### src/rtl/pool_frame_fifo_pkg.sv
// Shared definitions for the pooling frame FIFO: entry layout, defaults and
// frame-tagger state encoding.
package pool_frame_fifo_pkg;

  localparam int DATA_WIDTH_DEF = 32;

  // Each FIFO entry is {sof, eof, data}; tag bits sit just above the data.
  localparam int EOF_OFS        = 0;
  localparam int SOF_OFS        = 1;
  localparam int ENTRY_TAG_BITS = 2;

  function automatic int entry_width(input int data_width);
    return data_width + ENTRY_TAG_BITS;
  endfunction

  typedef enum logic {
    IDLE     = 1'b0,
    IN_FRAME = 1'b1
  } frame_state_t;

endpackage

### src/rtl/pool_frame_fifo_fifo.sv
// Generic first-word-fall-through synchronous FIFO with exact occupancy level.
// Head entry is read combinationally from registered storage.
module sync_fifo_fwft #(
  parameter int WIDTH = 34,
  parameter int DEPTH = 16
) (
  input  logic               clk,
  input  logic               rst,
  input  logic               push,
  input  logic               pop,
  input  logic [WIDTH-1:0]   wdata,
  output logic [WIDTH-1:0]   rdata,
  output logic [$clog2(DEPTH):0] level,
  output logic               full,
  output logic               empty
);

  localparam int AW = $clog2(DEPTH);
  localparam logic [AW-1:0] PTR_ONE = 1;
  localparam logic [AW:0]   LVL_ONE = 1;
  localparam logic [AW:0]   LVL_MAX = DEPTH;

  logic [WIDTH-1:0] mem [DEPTH];
  logic [AW-1:0]    wr_ptr;
  logic [AW-1:0]    rd_ptr;
  logic             do_push;
  logic             do_pop;

  assign full    = (level == LVL_MAX);
  assign empty   = (level == '0);
  assign do_pop  = pop && !empty;
  assign do_push = push && (!full || do_pop);
  assign rdata   = mem[rd_ptr];

  // NOTE: storage is deliberately not reset; validity comes from level alone.
  always_ff @(posedge clk) begin
    if (do_push) mem[wr_ptr] <= wdata;
  end

  always_ff @(posedge clk or negedge rst) begin
    if (!rst) begin
      wr_ptr <= '0;
      rd_ptr <= '0;
      level  <= '0;
    end else begin
      if (do_push) wr_ptr <= wr_ptr + PTR_ONE;
      if (do_pop)  rd_ptr <= rd_ptr + PTR_ONE;
      case ({do_push, do_pop})
        2'b10:   level <= level + LVL_ONE;
        2'b01:   level <= level - LVL_ONE;
        default: level <= level;
      endcase
    end
  end

endmodule

### src/rtl/pool_frame_fifo.sv
// Captures the pooling output stream into a FWFT FIFO and re-emits it as a
// valid/ready stream tagged with sof/eof. Optional drop counter: define
// POOL_FRAME_FIFO_DROP_CNT_EN.
module pool_frame_fifo
  import pool_frame_fifo_pkg::*;
#(
  parameter int DATA_WIDTH = DATA_WIDTH_DEF,
  parameter int DEPTH      = 16,
  parameter int FRAME_X    = 3,
  parameter int FRAME_Y    = 3
) (
  input  logic                    clk,
  input  logic                    rst,
  input  logic                    in_sof,
  input  logic                    in_valid,
  input  logic [DATA_WIDTH-1:0]   in_data,
  input  logic                    out_ready,
  output logic                    out_valid,
  output logic [DATA_WIDTH-1:0]   out_data,
  output logic                    out_sof,
  output logic                    out_eof,
  output logic [$clog2(DEPTH):0]  level,
  output logic                    overflow,
  output logic                    sync_err,
  output logic                    frame_done,
  output logic [15:0]             drop_cnt
);

  localparam int EW        = entry_width(DATA_WIDTH);
  localparam int FRAME_PIX = FRAME_X * FRAME_Y;
  localparam int CW        = $clog2(FRAME_PIX + 1);
  localparam logic [CW-1:0] CNT_ONE  = 1;
  localparam logic [CW-1:0] CNT_LAST = CW'(FRAME_PIX - 1);

  frame_state_t  state, state_nxt;
  logic [CW-1:0] pix_cnt, cnt_nxt;
  logic          take, tag_sof, tag_eof, desync;
  logic          pop, push, full, empty, drop_full, discard;
  logic [EW-1:0] head, entry;

  // NOTE: every always_comb output gets a default first, so no latch is inferred.
  always_comb begin
    state_nxt = state;
    cnt_nxt   = pix_cnt;
    take      = 1'b0;
    tag_sof   = 1'b0;
    tag_eof   = 1'b0;
    desync    = 1'b0;
    if (in_valid) begin
      if (in_sof) begin
        // A sof inside a frame restarts it; the abandoned frame gets no eof.
        take    = 1'b1;
        tag_sof = 1'b1;
        desync  = (state == IN_FRAME);
        if (FRAME_PIX == 1) begin
          tag_eof   = 1'b1;
          cnt_nxt   = '0;
          state_nxt = IDLE;
        end else begin
          cnt_nxt   = CNT_ONE;
          state_nxt = IN_FRAME;
        end
      end else if (state == IN_FRAME) begin
        take = 1'b1;
        if (pix_cnt == CNT_LAST) begin
          tag_eof   = 1'b1;
          cnt_nxt   = '0;
          state_nxt = IDLE;
        end else begin
          cnt_nxt = pix_cnt + CNT_ONE;
        end
      end else begin
        desync = 1'b1;
      end
    end
  end

  assign pop       = out_valid && out_ready;
  assign push      = take && (!full || pop);
  assign drop_full = take && full && !pop;
  assign discard   = in_valid && !take;
  assign entry     = {tag_sof, tag_eof, in_data};

  sync_fifo_fwft #(
    .WIDTH (EW),
    .DEPTH (DEPTH)
  ) u_fifo (
    .clk   (clk),
    .rst   (rst),
    .push  (push),
    .pop   (pop),
    .wdata (entry),
    .rdata (head),
    .level (level),
    .full  (full),
    .empty (empty)
  );

  // Head is gated so stale storage never shows while the FIFO is empty.
  assign out_valid = !empty;
  assign out_data  = out_valid ? head[DATA_WIDTH-1:0] : '0;
  assign out_eof   = out_valid && head[DATA_WIDTH + EOF_OFS];
  assign out_sof   = out_valid && head[DATA_WIDTH + SOF_OFS];

  // NOTE: sequential state uses non-blocking assignments only.
  always_ff @(posedge clk or negedge rst) begin
    if (!rst) begin
      state      <= IDLE;
      pix_cnt    <= '0;
      overflow   <= 1'b0;
      sync_err   <= 1'b0;
      frame_done <= 1'b0;
    end else begin
      state      <= state_nxt;
      pix_cnt    <= cnt_nxt;
      overflow   <= overflow | drop_full;
      sync_err   <= sync_err | desync;
      frame_done <= pop && out_eof;
    end
  end

`ifdef POOL_FRAME_FIFO_DROP_CNT_EN
  always_ff @(posedge clk or negedge rst) begin
    if (!rst)
      drop_cnt <= '0;
    else if ((drop_full || discard) && (drop_cnt != 16'hFFFF))
      drop_cnt <= drop_cnt + 16'd1;
  end
`else
  assign drop_cnt = '0;
`endif

endmodule

### config.mk
export PLATFORM = sky130hd
export DESIGN_NAME = pool_frame_fifo
export DESIGN_NICKNAME = d
export VERILOG_FILES = /design/src/rtl/pool_frame_fifo_pkg.sv /design/src/rtl/pool_frame_fifo_fifo.sv /design/src/rtl/pool_frame_fifo.sv
export SDC_FILE = /design/constraint.sdc
export NUM_CORES = 1
export LEC_CHECK = 0
export CAP_MARGIN = 20
export CELL_PAD_IN_SITES_DETAIL_PLACEMENT = 1
export CELL_PAD_IN_SITES_GLOBAL_PLACEMENT = 1
export CORE_MARGIN = 3
export CORE_UTILIZATION = 35
export DETAILED_ROUTE_END_ITERATION = 8
export GPL_ROUTABILITY_DRIVEN = 1
export GPL_TIMING_DRIVEN = 1
export PLACE_DENSITY_LB_ADDON = 0.1
export SKIP_LAST_GASP = 1
export SYNTH_ARGS = -nofsm -noshare
export SYNTH_HDL_FRONTEND = slang
export SYNTH_SLANG_ARGS = --single-unit
### constraint.sdc
create_clock -name clk -period 4.8 [get_ports clk]
set_clock_uncertainty 0.2 [all_clocks]
set_input_delay 0.96 -clock clk [delete_from_list [all_inputs] [get_ports clk]]
set_output_delay 0.96 -clock clk [all_outputs]
set_load 0.05 [all_outputs]
==> summary.txt <==
Placement
  – Dpl cell area: 24200 um2
  – HPWL Detailed: 28.73 mm
  – Port-buffer cells: 79
  – Routability cong.: 0.6678

Global routing
  – GRT Residual Overflow: 0
  – Vias in the first global route: 11471
  – First-pass GRT wire length: 76.80 mm
  – Total GRT Usage: 0.1579
  – Largest net degree at the start of global routing: 45
  – Initial antenna violation count: 1

Outcome
  – Status: finished, final reports clean

STA
  – Fmax: 219.2 MHz
  – Final setup viols: 0
  – Final Hold Violating Endpoints: 0
  – Final setup TNS: 0 ps
  – Final Max Slew Viols: 0
  – Unrepaired setup endpoints after global routing: false
  – Fin crit share: 0.9506
  – Slew headroom: 0.5558
  – Min Hold Slack: 283.0 ps
  – Crit path time final: 4563 ps
  – Worst-margin pin slew: 664.2 ps

Yosys
  – Most area-hungry cell type in the Yosys netlist: edfxtp_1
  – Syn avg cell area: 22.20 um2
  – Synthesized area: 21980 um2
  – Post-synthesis cell count: 990
  – Ranking of synthesized cells by area: edfxtp_1 74%, mux4_2 14%, mux2i_1 3.0%
  – Top cell type's share of synthesized area: 0.7432
  – Register bit total from synthesis: 565
  – EDFF count, synth: 544
  – Cell variety after synth: 41
  – Register area share after synthesis: 0.7671
  – Ys Warns: 0
  – Ys flop type: edfxtp_1
  – Count leader, synth: edfxtp_1
  – Commonest cells in the netlist: 544 x edfxtp_1, 137 x mux4_2, 66 x mux2i_1
  – Asr flop ratio synth: 0.03717

Clocking
  – Post-CTS Setup Repair Bufs: 0
  – H-tree levels: 3
  – CTS buffer count: 66
  – Post-cts sizing count: 0
  – Root buffer cell: clkbuf_16
  – Sink Count: 565
  – Post-CTS Hold Fix Bufs: 0
  – Clock Tree Buf Depth: 3
  – CTS tree: yes
  – Clk_lat worst skew: 600 ps
  – Clk slew on worst S/H paths: 50 ps

Drt
  – Residual DRC count: 0
  – Post-route ant nets: 0
  – Initial DRC count: 771
  – Via count: 10126
  – Vias per cell: 4.993
  – Drt wl/cell: 25.01 um
  – 1st-pass router iterations: 6
  – Final WL: 50.72 mm

Finish
  – Fin area: 26380 um2
  – Final Util: 0.4260
  – Layout cell share with drive strength beyond 1: 0.2588
  – Sequential Area: 16870 um2
  – Area Growth Syn to Fin: 20.04%
  – Nets@finish: 1188
  – Fill cells: 5779
  – Area of the multi-input gates: 4905 um2

Setup path
  – Buf/Inv on CP: 2
  – CP Data Arrival Time: 3400 ps
  – CP Depth: 5
  – Crit path cell chain: buf_4 -> mux4_2 -> mux2i_1 -> o22ai_1 -> clkdlybuf4s50_1
  – Crit path from: u_fifo.rd_ptr[0]$_DFFE_PN0P_
  – Max FO, Critical Path: 18
  – Max incr delay on CP: 730 ps
  – Top delay family on crit path: buffers and inverters
  – Register-to-Register Path Depth: 9
  – CP Data Required Time: 3640 ps
  – Crit. End Element: primary output
  – Reg2reg start: u_fifo.level[2]$_DFFE_PN0P_
  – CP Class: flop to primary output
  – Type of origin of the critical path: flop
  – Slowest CP cell: clkdlybuf4s50_1

Floorplanning
  – Die H: 256.6 um
  – Io pins: 96
  – Core Region: 61940 um2
  – Initial Utilization: 0.3549
  – Die X: 256.6 um
  – Die area: 65840 um2
  – Placement row count: 91

Worst hold path
  – Worst Hold Class: flop to flop
  – Hold Path Stages: 1
  – Hold Path Origin: overflow$_DFF_PN0_

Pwr
  – Max IR drop VDD: 0.0005804 V
  – Pwr dens: 646.4 nW/um2
  – Final Power: 17.05 mW
  – Leakage Power: 8.555 nW

Job
  – Max cap viols: 0
## metrics by stage
stage	instances	worst slack, ps
after floorplan	1005	657.0
after global routing	2027	19.93
final	2028	237.2
after global placement	1907	585.9
after CTS	2026	28.94
after detailed placement	1907	550.6
## path summary, 6_finish.rpt
path	endpoint	slack, ps
hold / removal	overflow$_DFF_PN0_	280
setup reg to reg	u_fifo.level[4]$_DFFE_PN0P_	1570
setup / recovery	out_data[5]	240
min in group asynchronous	u_fifo.level[0]$_DFFE_PN0P_	450
max in group asynchronous	u_fifo.rd_ptr[0]$_DFFE_PN0P_	3530
hold reg to reg	overflow$_DFF_PN0_	280
## power breakdown
group          switching [mW]  leakage (nW)  internal (mW)
registers               0.296          5.17           5.94
logic                    3.46          2.35           2.42
clock network            1.95          1.04           2.99
## kinds of logic after synthesis
logic type      count (synthesis)  share of synthesized area
xor+xnor                       11                   0.004383
fa+ha+maj                      12                   0.006831
compound gates                 54                    0.01594
mux                           205                     0.1715
simple gates                   63                    0.01497
other cells                     1                  0.0001706
flops                         565                     0.7671
buf+inv                        79                    0.01913
## state kept, by name (all words and copies together), names as in the netlist
signal	cells
u_fifo.mem	544
u_fifo.level	5
pix_cnt	4
u_fifo.rd_ptr	4
u_fifo.wr_ptr	4
frame_done	1
overflow	1
state	1
sync_err	1
## placed cells by master, fill, tap and decap left out, types with 3 or more instances in the layout
| master | count |
|---|---|
| clkbuf_1 | 21 |
| nor2_4 | 12 |
| mux2i_1 | 66 |
| buf_12 | 12 |
| xnor2_1 | 7 |
| edfxtp_1 | 544 |
| nand2b_1 | 6 |
| ha_1 | 12 |
| clkinv_2 | 7 |
| a21o_1 | 3 |
| nand2_1 | 15 |
| nor2_1 | 4 |
| and2_1 | 3 |
| o21ai_0 | 6 |
| clkdlybuf4s50_1 | 79 |
| conb_1 | 16 |
| inv_1 | 11 |
| clkbuf_16 | 68 |
| dfrtp_1 | 18 |
| buf_4 | 42 |
| dfrtp_4 | 3 |
| o22ai_1 | 33 |
| a21oi_1 | 4 |
| clkinv_1 | 9 |
| nor3_4 | 4 |
| mux4_2 | 137 |
| xor2_1 | 4 |
| bufinv_16 | 7 |
| clkinv_8 | 3 |
## worst reg2reg max path: stages, from the launching register on
cell and delay [ps]:
dfrtp_1 480, nor4_2 470, a21oi_1 130, buf_4 190, ha_1 360, ha_1 280, or4b_2 630, o32ai_1 140
nor4b_1 110, xnor2_1 130
## layer usage
metal,vias to the layer above,GRT usage,share of wire
met4,0,0.04961,0.018
met1,5455,0.2171,0.45
met2,182,0.2587,0.49
met3,63,0.02598,0.036
li1,4426,-,-
met5,-,0,0
## cell type report
class / instances / share of cell area
diodes: 1 / 0.00009485
clock inverters: 30 / 0.01371
inverters: 11 / 0.001565
multi-input cells: 361 / 0.1859
flip-flops and latches: 565 / 0.6395
clock buffers: 89 / 0.06748
well taps: 837 / 0.03969
repair buffers: 134 / 0.05207
(Power assumes the default switching activity.)
